`config.mk`:
```
export PLATFORM = sky130hd
export DESIGN_NAME = io_mmio_ctrl
export DESIGN_NICKNAME = d
export VERILOG_FILES = /design/src/rtl/io_mmio_ctrl.sv
export SDC_FILE = /design/constraint.sdc
export NUM_CORES = 1
export LEC_CHECK = 0
export BUFFER_PORTS_ARGS = -buffer_cell sky130_fd_sc_hd__buf_2
export CORE_MARGIN = 1
export CORE_UTILIZATION = 63
export CTS_BUF_LIST = sky130_fd_sc_hd__clkbuf_4
export DETAILED_ROUTE_END_ITERATION = 12
export PLACE_DENSITY = 0.92
export SLEW_MARGIN = 10
export SYNTH_ARGS = -nofsm -noshare
export SYNTH_HDL_FRONTEND = slang
export SYNTH_SLANG_ARGS = --single-unit
```
`constraint.sdc`:
```
create_clock -name clk -period 5.7 [get_ports clk]
set_clock_uncertainty 0.1 [all_clocks]
set_input_delay 0.57 -clock clk [delete_from_list [all_inputs] [get_ports clk]]
set_output_delay 0.57 -clock clk [all_outputs]
set_load 0.005 [all_outputs]
```
`src/rtl/io_mmio_ctrl.sv`:
```
// Memory-mapped IO controller: switch latches, test input, LEDs, queued 7-seg FIFO, blink timer, status.
// Optional IO_SEG_HOLD_LAST_EN: seg_out keeps the last popped word while the FIFO is empty.
module io_mmio_ctrl #(
  parameter logic [31:0] BASE_ADDR  = 32'hFFFF_FC00,
  parameter int unsigned N_IN       = 2,
  parameter int unsigned IN_W       = 8,
  parameter int unsigned TEST_W     = 3,
  parameter int unsigned SEG_W      = 24,
  parameter int unsigned LED_W      = 16,
  parameter int unsigned FIFO_DEPTH = 32,
  parameter int unsigned DISP_TICKS = 100_000_000
) (
  input  logic              clk,
  input  logic              rst,
  input  logic              io_read,
  input  logic              io_write,
  input  logic [31:0]       addr,
  input  logic [31:0]       wdata,
  input  logic [31:0]       mem_rdata,
  output logic [31:0]       rdata,
  input  logic [IN_W-1:0]   sw_in,
  input  logic [N_IN-1:0]   enter,
  input  logic [TEST_W-1:0] test_in,
  output logic [SEG_W-1:0]  seg_out,
  output logic [LED_W-1:0]  led_out,
  output logic              blink_out,
  output logic              fifo_full
);

  localparam int unsigned PTR_W = $clog2(FIFO_DEPTH);
  localparam int unsigned CNT_W = PTR_W + 1;
  localparam int unsigned TMR_W = (DISP_TICKS > 1) ? $clog2(DISP_TICKS) : 1;
  localparam logic [TMR_W-1:0] TMR_RELOAD = TMR_W'(DISP_TICKS - 1);

  localparam logic [31:0] OFF_TEST   = 32'h40;
  localparam logic [31:0] OFF_STATUS = 32'h44;
  localparam logic [31:0] OFF_SEG    = 32'h60;
  localparam logic [31:0] OFF_LED    = 32'h64;
  localparam logic [31:0] OFF_BLINK  = 32'h68;
  localparam logic [31:0] OFF_FLUSH  = 32'h6C;

  logic [IN_W-1:0]  r_in [N_IN];
  logic [LED_W-1:0] r_led;
  logic [SEG_W-1:0] r_fifo [FIFO_DEPTH];
  logic [PTR_W-1:0] r_wr_ptr;
  logic [PTR_W-1:0] r_rd_ptr;
  logic [CNT_W-1:0] r_count;
  logic             r_ovf;
  logic [TMR_W-1:0] r_timer;
  logic [31:0]      r_blink_cnt;
  logic             r_blink;

  logic [31:0] w_off;
  logic        w_wr_seg;
  logic        w_wr_led;
  logic        w_wr_blink;
  logic        w_flush;
  logic        w_empty;
  logic        w_full;
  logic        w_pop;
  logic        w_push;
  logic [31:0] w_status;
  logic [31:0] w_blink_nxt;

  assign w_off      = addr - BASE_ADDR;
  assign w_wr_seg   = io_write && (w_off == OFF_SEG);
  assign w_wr_led   = io_write && (w_off == OFF_LED);
  assign w_wr_blink = io_write && (w_off == OFF_BLINK);
  assign w_flush    = io_write && (w_off == OFF_FLUSH);

  assign w_empty  = (r_count == '0);
  assign w_full   = (r_count == CNT_W'(FIFO_DEPTH));
  // A pop frees a slot on the same edge, so a push into a full FIFO is accepted then.
  assign w_pop    = !w_empty && (r_timer == '0);
  assign w_push   = w_wr_seg && (!w_full || w_pop);
  assign w_status = {16'b0, 8'(r_count), 5'b0, r_ovf, w_full, w_empty};

  // Read mux: IO registers on a matched read, otherwise data memory.
  always_comb begin
    rdata = mem_rdata;
    if (io_read) begin
      for (int i = 0; i < int'(N_IN); i++) begin
        if (w_off == 32'(4 * i)) rdata = 32'(r_in[i]);
      end
      if (w_off == OFF_TEST)   rdata = 32'(test_in);
      if (w_off == OFF_STATUS) rdata = w_status;
    end
  end

  always_ff @(posedge clk) begin
    if (rst) begin
      for (int i = 0; i < int'(N_IN); i++) r_in[i] <= '0;
    end else begin
      for (int i = 0; i < int'(N_IN); i++) begin
        if (enter[i]) r_in[i] <= sw_in;
      end
    end
  end

  always_ff @(posedge clk) begin
    if (rst)           r_led <= '0;
    else if (w_wr_led) r_led <= wdata[LED_W-1:0];
  end

  always_comb begin
    w_blink_nxt = r_blink_cnt;
    if (w_wr_blink)              w_blink_nxt = wdata;
    else if (r_blink_cnt != '0)  w_blink_nxt = r_blink_cnt - 32'd1;
  end

  always_ff @(posedge clk) begin
    if (rst) begin
      r_blink_cnt <= '0;
      r_blink     <= 1'b0;
    end else begin
      r_blink_cnt <= w_blink_nxt;
      r_blink     <= (w_blink_nxt != '0);
    end
  end

  always_ff @(posedge clk) begin
    if (w_push && !rst) r_fifo[r_wr_ptr] <= wdata[SEG_W-1:0];
  end

  // FIFO pointers, occupancy, sticky overflow and per-entry display timer.
  always_ff @(posedge clk) begin
    if (rst || w_flush) begin
      r_wr_ptr <= '0;
      r_rd_ptr <= '0;
      r_count  <= '0;
      r_ovf    <= 1'b0;
      r_timer  <= TMR_RELOAD;
    end else begin
      if (w_push) r_wr_ptr <= r_wr_ptr + PTR_W'(1);
      if (w_pop)  r_rd_ptr <= r_rd_ptr + PTR_W'(1);
      case ({w_push, w_pop})
        2'b10:   r_count <= r_count + CNT_W'(1);
        2'b01:   r_count <= r_count - CNT_W'(1);
        default: r_count <= r_count;
      endcase
      if (w_wr_seg && w_full && !w_pop) r_ovf <= 1'b1;
      if (w_empty || w_pop) r_timer <= TMR_RELOAD;
      else                  r_timer <= r_timer - TMR_W'(1);
    end
  end

`ifdef IO_SEG_HOLD_LAST_EN
  logic [SEG_W-1:0] r_last;

  always_ff @(posedge clk) begin
    if (rst || w_flush) r_last <= '0;
    else if (w_pop)     r_last <= r_fifo[r_rd_ptr];
  end

  assign seg_out = w_empty ? r_last : r_fifo[r_rd_ptr];
`else
  assign seg_out = w_empty ? '0 : r_fifo[r_rd_ptr];
`endif

  assign led_out   = r_led;
  assign blink_out = r_blink;
  assign fifo_full = w_full;

endmodule

```
# After elaboration in Yosys (flattened, before gate mapping)
# Memory sizes are Yosys's and may differ from the RTL's. A register that Yosys moved wholly into a read port is not among the register bits.
# Index checks and enable logic that the tools add are counted.
# word_totals
out_inout_bits	74
mem_count	2
input_bits	113
regBits	93
ram_bits	784
elab_cells	75
# op_classes
reduce_logical	23
n_mux	23
bitwise_logic	2
n_addsub	7
n_eq_ne	10
# memory_table
memory	words	width	read_ports	rd_ports_with_merged_regs	write_ports	line	rtl
r_fifo	32	24	1	1	1	44	logic [SEG_W-1:0] r_fifo [FIFO_DEPTH];
r_in	2	8	2	0	2	42	logic [IN_W-1:0] r_in [N_IN];
# op_table
cell	n
$mux 32	7
$eq 32x7->1 const B	6
$reduce_bool 32->1	2
$eq 32x3->1 const B	1
$logic_not 32->1	1
$sub 32x1->32 const B	1
$sub 32x32->32 const B	1
$logic_not 27->1	1
$sub 27x1->27 const B	1
$mux 24	1
$mux 8	2
$pmux 6 s2	1
$add 5x1->5 const B	2
$mux 1	10
$mux 5	2
$logic_and 1x1->1	9
$add 6x1->6 const B	1
$eq 6x6->1 const B	1
$logic_not 6->1	1
$sub 6x1->6 const B	1
$logic_not 1->1	4
$logic_or 1x1->1	3
$eq 2x1->1 const B	1
$eq 2x2->1 const B	1
other kinds (3)	4

# Depth between registers and ports, before layout
# depth
depth_word	8
depth_mapped	19
ltp_nobuf	17

# Least setup slack after synthesis
# OpenSTA, ideal clock, no wires.
# synth_path
path_type	input port to flip-flop
startpoint	in addr[20]
endpoint	mem r_fifo[15][0] (enable)
path_stages	9
slack_ns	0.876
arrival_ns	4.289
setup_ns	0.435
n_path_buf	3
cell_sequence	clkbuf_1 -> nand2_1 -> a221oi_1 -> or4b_1 -> a21oi_1 -> nand4_1 -> clkbuf_1 -> clkbuf_1 -> nor3_1
# synth_via
elab_chain_cells	7
# synth_rtl
item	line	rtl
from (decl)	17	input logic [31:0] addr,
$sub 32x32->32	65	assign w_off = addr - BASE_ADDR;
$eq 32x7->1	66	assign w_wr_seg = io_write && (w_off == OFF_SEG);
$logic_and 1x1->1	66	
$logic_and 1x1->1	75	assign w_push = w_wr_seg && (!w_full || w_pop);
$logic_and 1x1->1	122	if (w_push && !rst) r_fifo[r_wr_ptr] <= wdata[SEG_W-1:0];
$mux 1	122	
$mux 1 (not written as such)	122	
to (decl)	44	
# Every way passes these cells.

==> results.py <==
metrics = {
    "route": {
        "routed_via_density": 6.489,
        "detailedRoute.firstPassIterationCount": 6,
        "drtAntennaViolNets": 0,
        "highest_signal_layer": "met5",
        "met2WireLength_um": 46680,
        "detail_route.wirelength_um": 90500,
        "post_drt_wl_per_cell_um": 28.11,
        "route.vias.total": 20900,
        "route.met3.wl_um": 8903,
        "wirelength_met1_um": 31020,
        "dr.first_iter.drc_count": 2293,
        "route.detailed.drc": 0,
    },
    "grt": {
        "number_of_antenna_violations_at_the_first_check_in_global_routing": 3,
        "grt.overflow.total": 0,
        "grt_start_max_net_pins": 64,
        "first_pass_grt_wire_length_um": 131900,
        "grt_usage_pct": 32.46,
        "first_global_vias": 21340,
    },
    "synth": {
        "synth_top_area_cell": "sky130_fd_sc_hd__edfxtp_1",
        "asyncSetResetFlopFracSynth_pct": 0,
        "syn_area_um2": 35570,
        "synth.avg_cell_area_um2": 18.65,
        "synth_top_flop_cell": "sky130_fd_sc_hd__edfxtp_1",
        "synth-edff-count": 784,
        "synth.yosys.seq_area_share_pct": 71.69,
        "synth.top_cells.by_area": "sky130_fd_sc_hd__edfxtp_1 66%, sky130_fd_sc_hd__mux4_2 15%, sky130_fd_sc_hd__dfxtp_1 5.5%",
        "post_synth_num_cell_types": 62,
        "synth_top_area_share_pct": 66.18,
        "synthMostInstantiatedCell": "sky130_fd_sc_hd__edfxtp_1",
        "post_synth_inst_count": 1907,
        "synth_warnings": 0,
        "postSynthRegisterBits": 882,
        "syn_nets": 2034,
        "ys_top_cells_by_count": "784 x sky130_fd_sc_hd__edfxtp_1, 243 x sky130_fd_sc_hd__mux4_2, 144 x sky130_fd_sc_hd__nor2_1",
    },
    "timing": {
        "slew_viol_final": 0,
        "final.min_clock_period_ns": 4.944,
        "f_max_mhz": 202.3,
        "setup_tns_ns": 0,
        "post-route-period-util_pct": 86.74,
        "slew_headroom_pct": 20.91,
        "worstMarginPinSlew_ns": 1.186,
        "timing_hold_violations_final": 0,
        "postLayoutSetupSlackWorst_ns": 0.7559,
        "unrepaired_setup_endpoints_after_global_routing": "false",
        "setup-violations-final": 0,
    },
    "die": {
        "die-height_um": 239.6,
        "die_area_um2": 57420,
        "core_area_um2": 55420,
        "initial_utilization_pct": 64.20,
        "row_count": 86,
        "num_io_pins": 187,
        "die_w_um": 239.6,
    },
    "cts": {
        "cts_sinks": 882,
        "clock_tree_from_tritoncts": "done",
        "cts_htree_levels": 4,
        "clockRootBuffer": "sky130_fd_sc_hd__clkbuf_4",
        "cts_inserted_buffers": 206,
        "maximum_buffer_depth_of_the_clock_tree": 3,
        "path_clk_slew_ns": 0.07,
        "clock_latency_late_sink_ns": 1.04,
    },
    "final_layout": {
        "finalNetCount": 2431,
        "seqCellArea_um2": 25520,
        "drive_above_1_share_pct": 35.03,
        "multi_input_comb_area_um2": 9763,
        "final.fill_count": 3133,
        "syn2layout_area_growth_pct": 15.06,
    },
    "setup_path": {
        "worstPathArrival_ns": 4.27,
        "timing.critical_path.slowest_stage_cell": "sky130_fd_sc_hd__dfxtp_4",
        "crit_required_ns": 5.03,
        "worstSetupPathType": "reg2out",
        "crit_path_frequent_cell": "sky130_fd_sc_hd__mux4_2",
        "worst-path-buf-inv": 2,
        "worstSetupStartpointType": "flop",
        "critical_path.top_delay_family": "multiplexers",
        "crit_path_max_fanout": 36,
        "worstSetupEndpointType": "output pin",
        "cpPeakStageDelay_ns": 0.87,
        "worstPathCellList": "buf_4 > mux4_2 > mux4_2 > mux2i_1 > nor2_1 > buf_2",
    },
    "flow_run": {
        "max_cap_violations": 0,
    },
    "power_and_ir_drop": {
        "vdd_drop_max_mv": 0.2420,
        "static_leak_uw": 0.01331,
        "p_total_uw": 13840,
        "powerDensity_nw_per_um2": 338.1,
    },
    "place": {
        "port_buffers": 186,
        "hpwl_um": 55890,
        "pre_cts_ws_ns": 1.339,
        "gp_congestion": 0.8946,
    },
    "min_path": {
        "hold_path_class": "in2reg",
    },
    "outcome": {
        "outcome": "finished, final reports clean",
    },
}
## timing repair
| item | CTS | global route |
|---|---|---|
| endpoints found under the setup margin | 0 | 0 |
| gates resized for setup | 0 | 0 |
| endpoints found under the hold margin | 760 | 0 |
| hold buffers | 48 | 0 |
| buffers inserted | 0 | 0 |
## logic make-up after synthesis
family | share of synthesized area, %
DFF | 71.69
xor gates and xnor gates | 1.329
adders and majority gates | 0.5135
and+or+nand+nor | 6.447
buffers and inverters | 1.396
AOI/OAI and AO/OA | 1.576
muxes | 17.04
## layout by cell type, fill, tap and decap left out, types with 27 or more instances in the layout
cell type,n
sky130_fd_sc_hd__buf_2,186
sky130_fd_sc_hd__or3_1,27
sky130_fd_sc_hd__nor3_1,37
sky130_fd_sc_hd__nor3_2,35
sky130_fd_sc_hd__mux4_2,243
sky130_fd_sc_hd__clkbuf_4,297
sky130_fd_sc_hd__nand2_1,55
sky130_fd_sc_hd__xnor2_1,36
sky130_fd_sc_hd__nor2_1,144
sky130_fd_sc_hd__edfxtp_1,784
sky130_fd_sc_hd__dfxtp_1,93
sky130_fd_sc_hd__buf_4,53
sky130_fd_sc_hd__clkinv_1,54
sky130_fd_sc_hd__dlygate4sd3_1,48
sky130_fd_sc_hd__mux2i_1,50
## metal layers
layer / global-route usage, % / up-vias
li1: - / 8711
met1: 39.56 / 10500
met2: 54.74 / 1470
met3: 8.194 / 216
met4: 15.07 / 2
met5: 0 / -
## report_power, final
group | switching (µW) | internal (µW) | total, µW
clock network | 2470 | 2680 | 5150
registers | 116 | 7130 | 7250
logic | 851 | 591 | 1440
total | 3440 | 10400 | 13800
## path summary, 6_finish.rpt
path	from	end	slack, ns	cells past startpoint
min reg2reg	r_timer[0]	r_timer[0]	0.32	1
max reg2reg	r_blink_cnt[3]	blink_out	1.55	9
min	wdata[11]	r_blink_cnt[11]	0.13	3
max	flop	seg_out[20]	0.76	6
## through the flow
step	hold slack (ns)	std cells	utilization, %	cell area [µm²]
floorplan	0.2798	1907	-	35570
global placement	0.2917	2796	68.09	37730
detailed placement	0.3016	2796	68.09	37730
CTS	0.0005310	3217	73.85	40920
global route	0.03016	3220	73.86	40930
finish	0.1325	3220	73.86	40930
## state kept, by name, summed over array words and instances, names as in the netlist, named ones only
name,flops
r_in,16
led_out,16
blink_out,1
r_count,6
r_fifo,768
r_wr_ptr,5
r_blink_cnt,32
r_rd_ptr,5
r_timer,27
r_ovf,1
## worst reg2reg max path, delay by kind of cell, from the launching register on
kind / cells / cell delay, ns
compound gates: 1 / 0.12
simple gates: 6 / 2.66
flops: 1 / 0.36
xor+xnor: 1 / 0.21
buf+inv: 1 / 0.58
## area by class of cell
type | count | share of cell area (%)
inverters | 23 | 0.2109
repair buffers | 292 | 4.665
flip-flops and latches | 882 | 62.34
well taps | 748 | 2.286
multi-input cells | 899 | 23.85
diodes | 3 | 0.01834
clock inverters | 76 | 1.177
clock buffers | 297 | 5.447
Note: power is estimated with default switching activity, not from simulation.
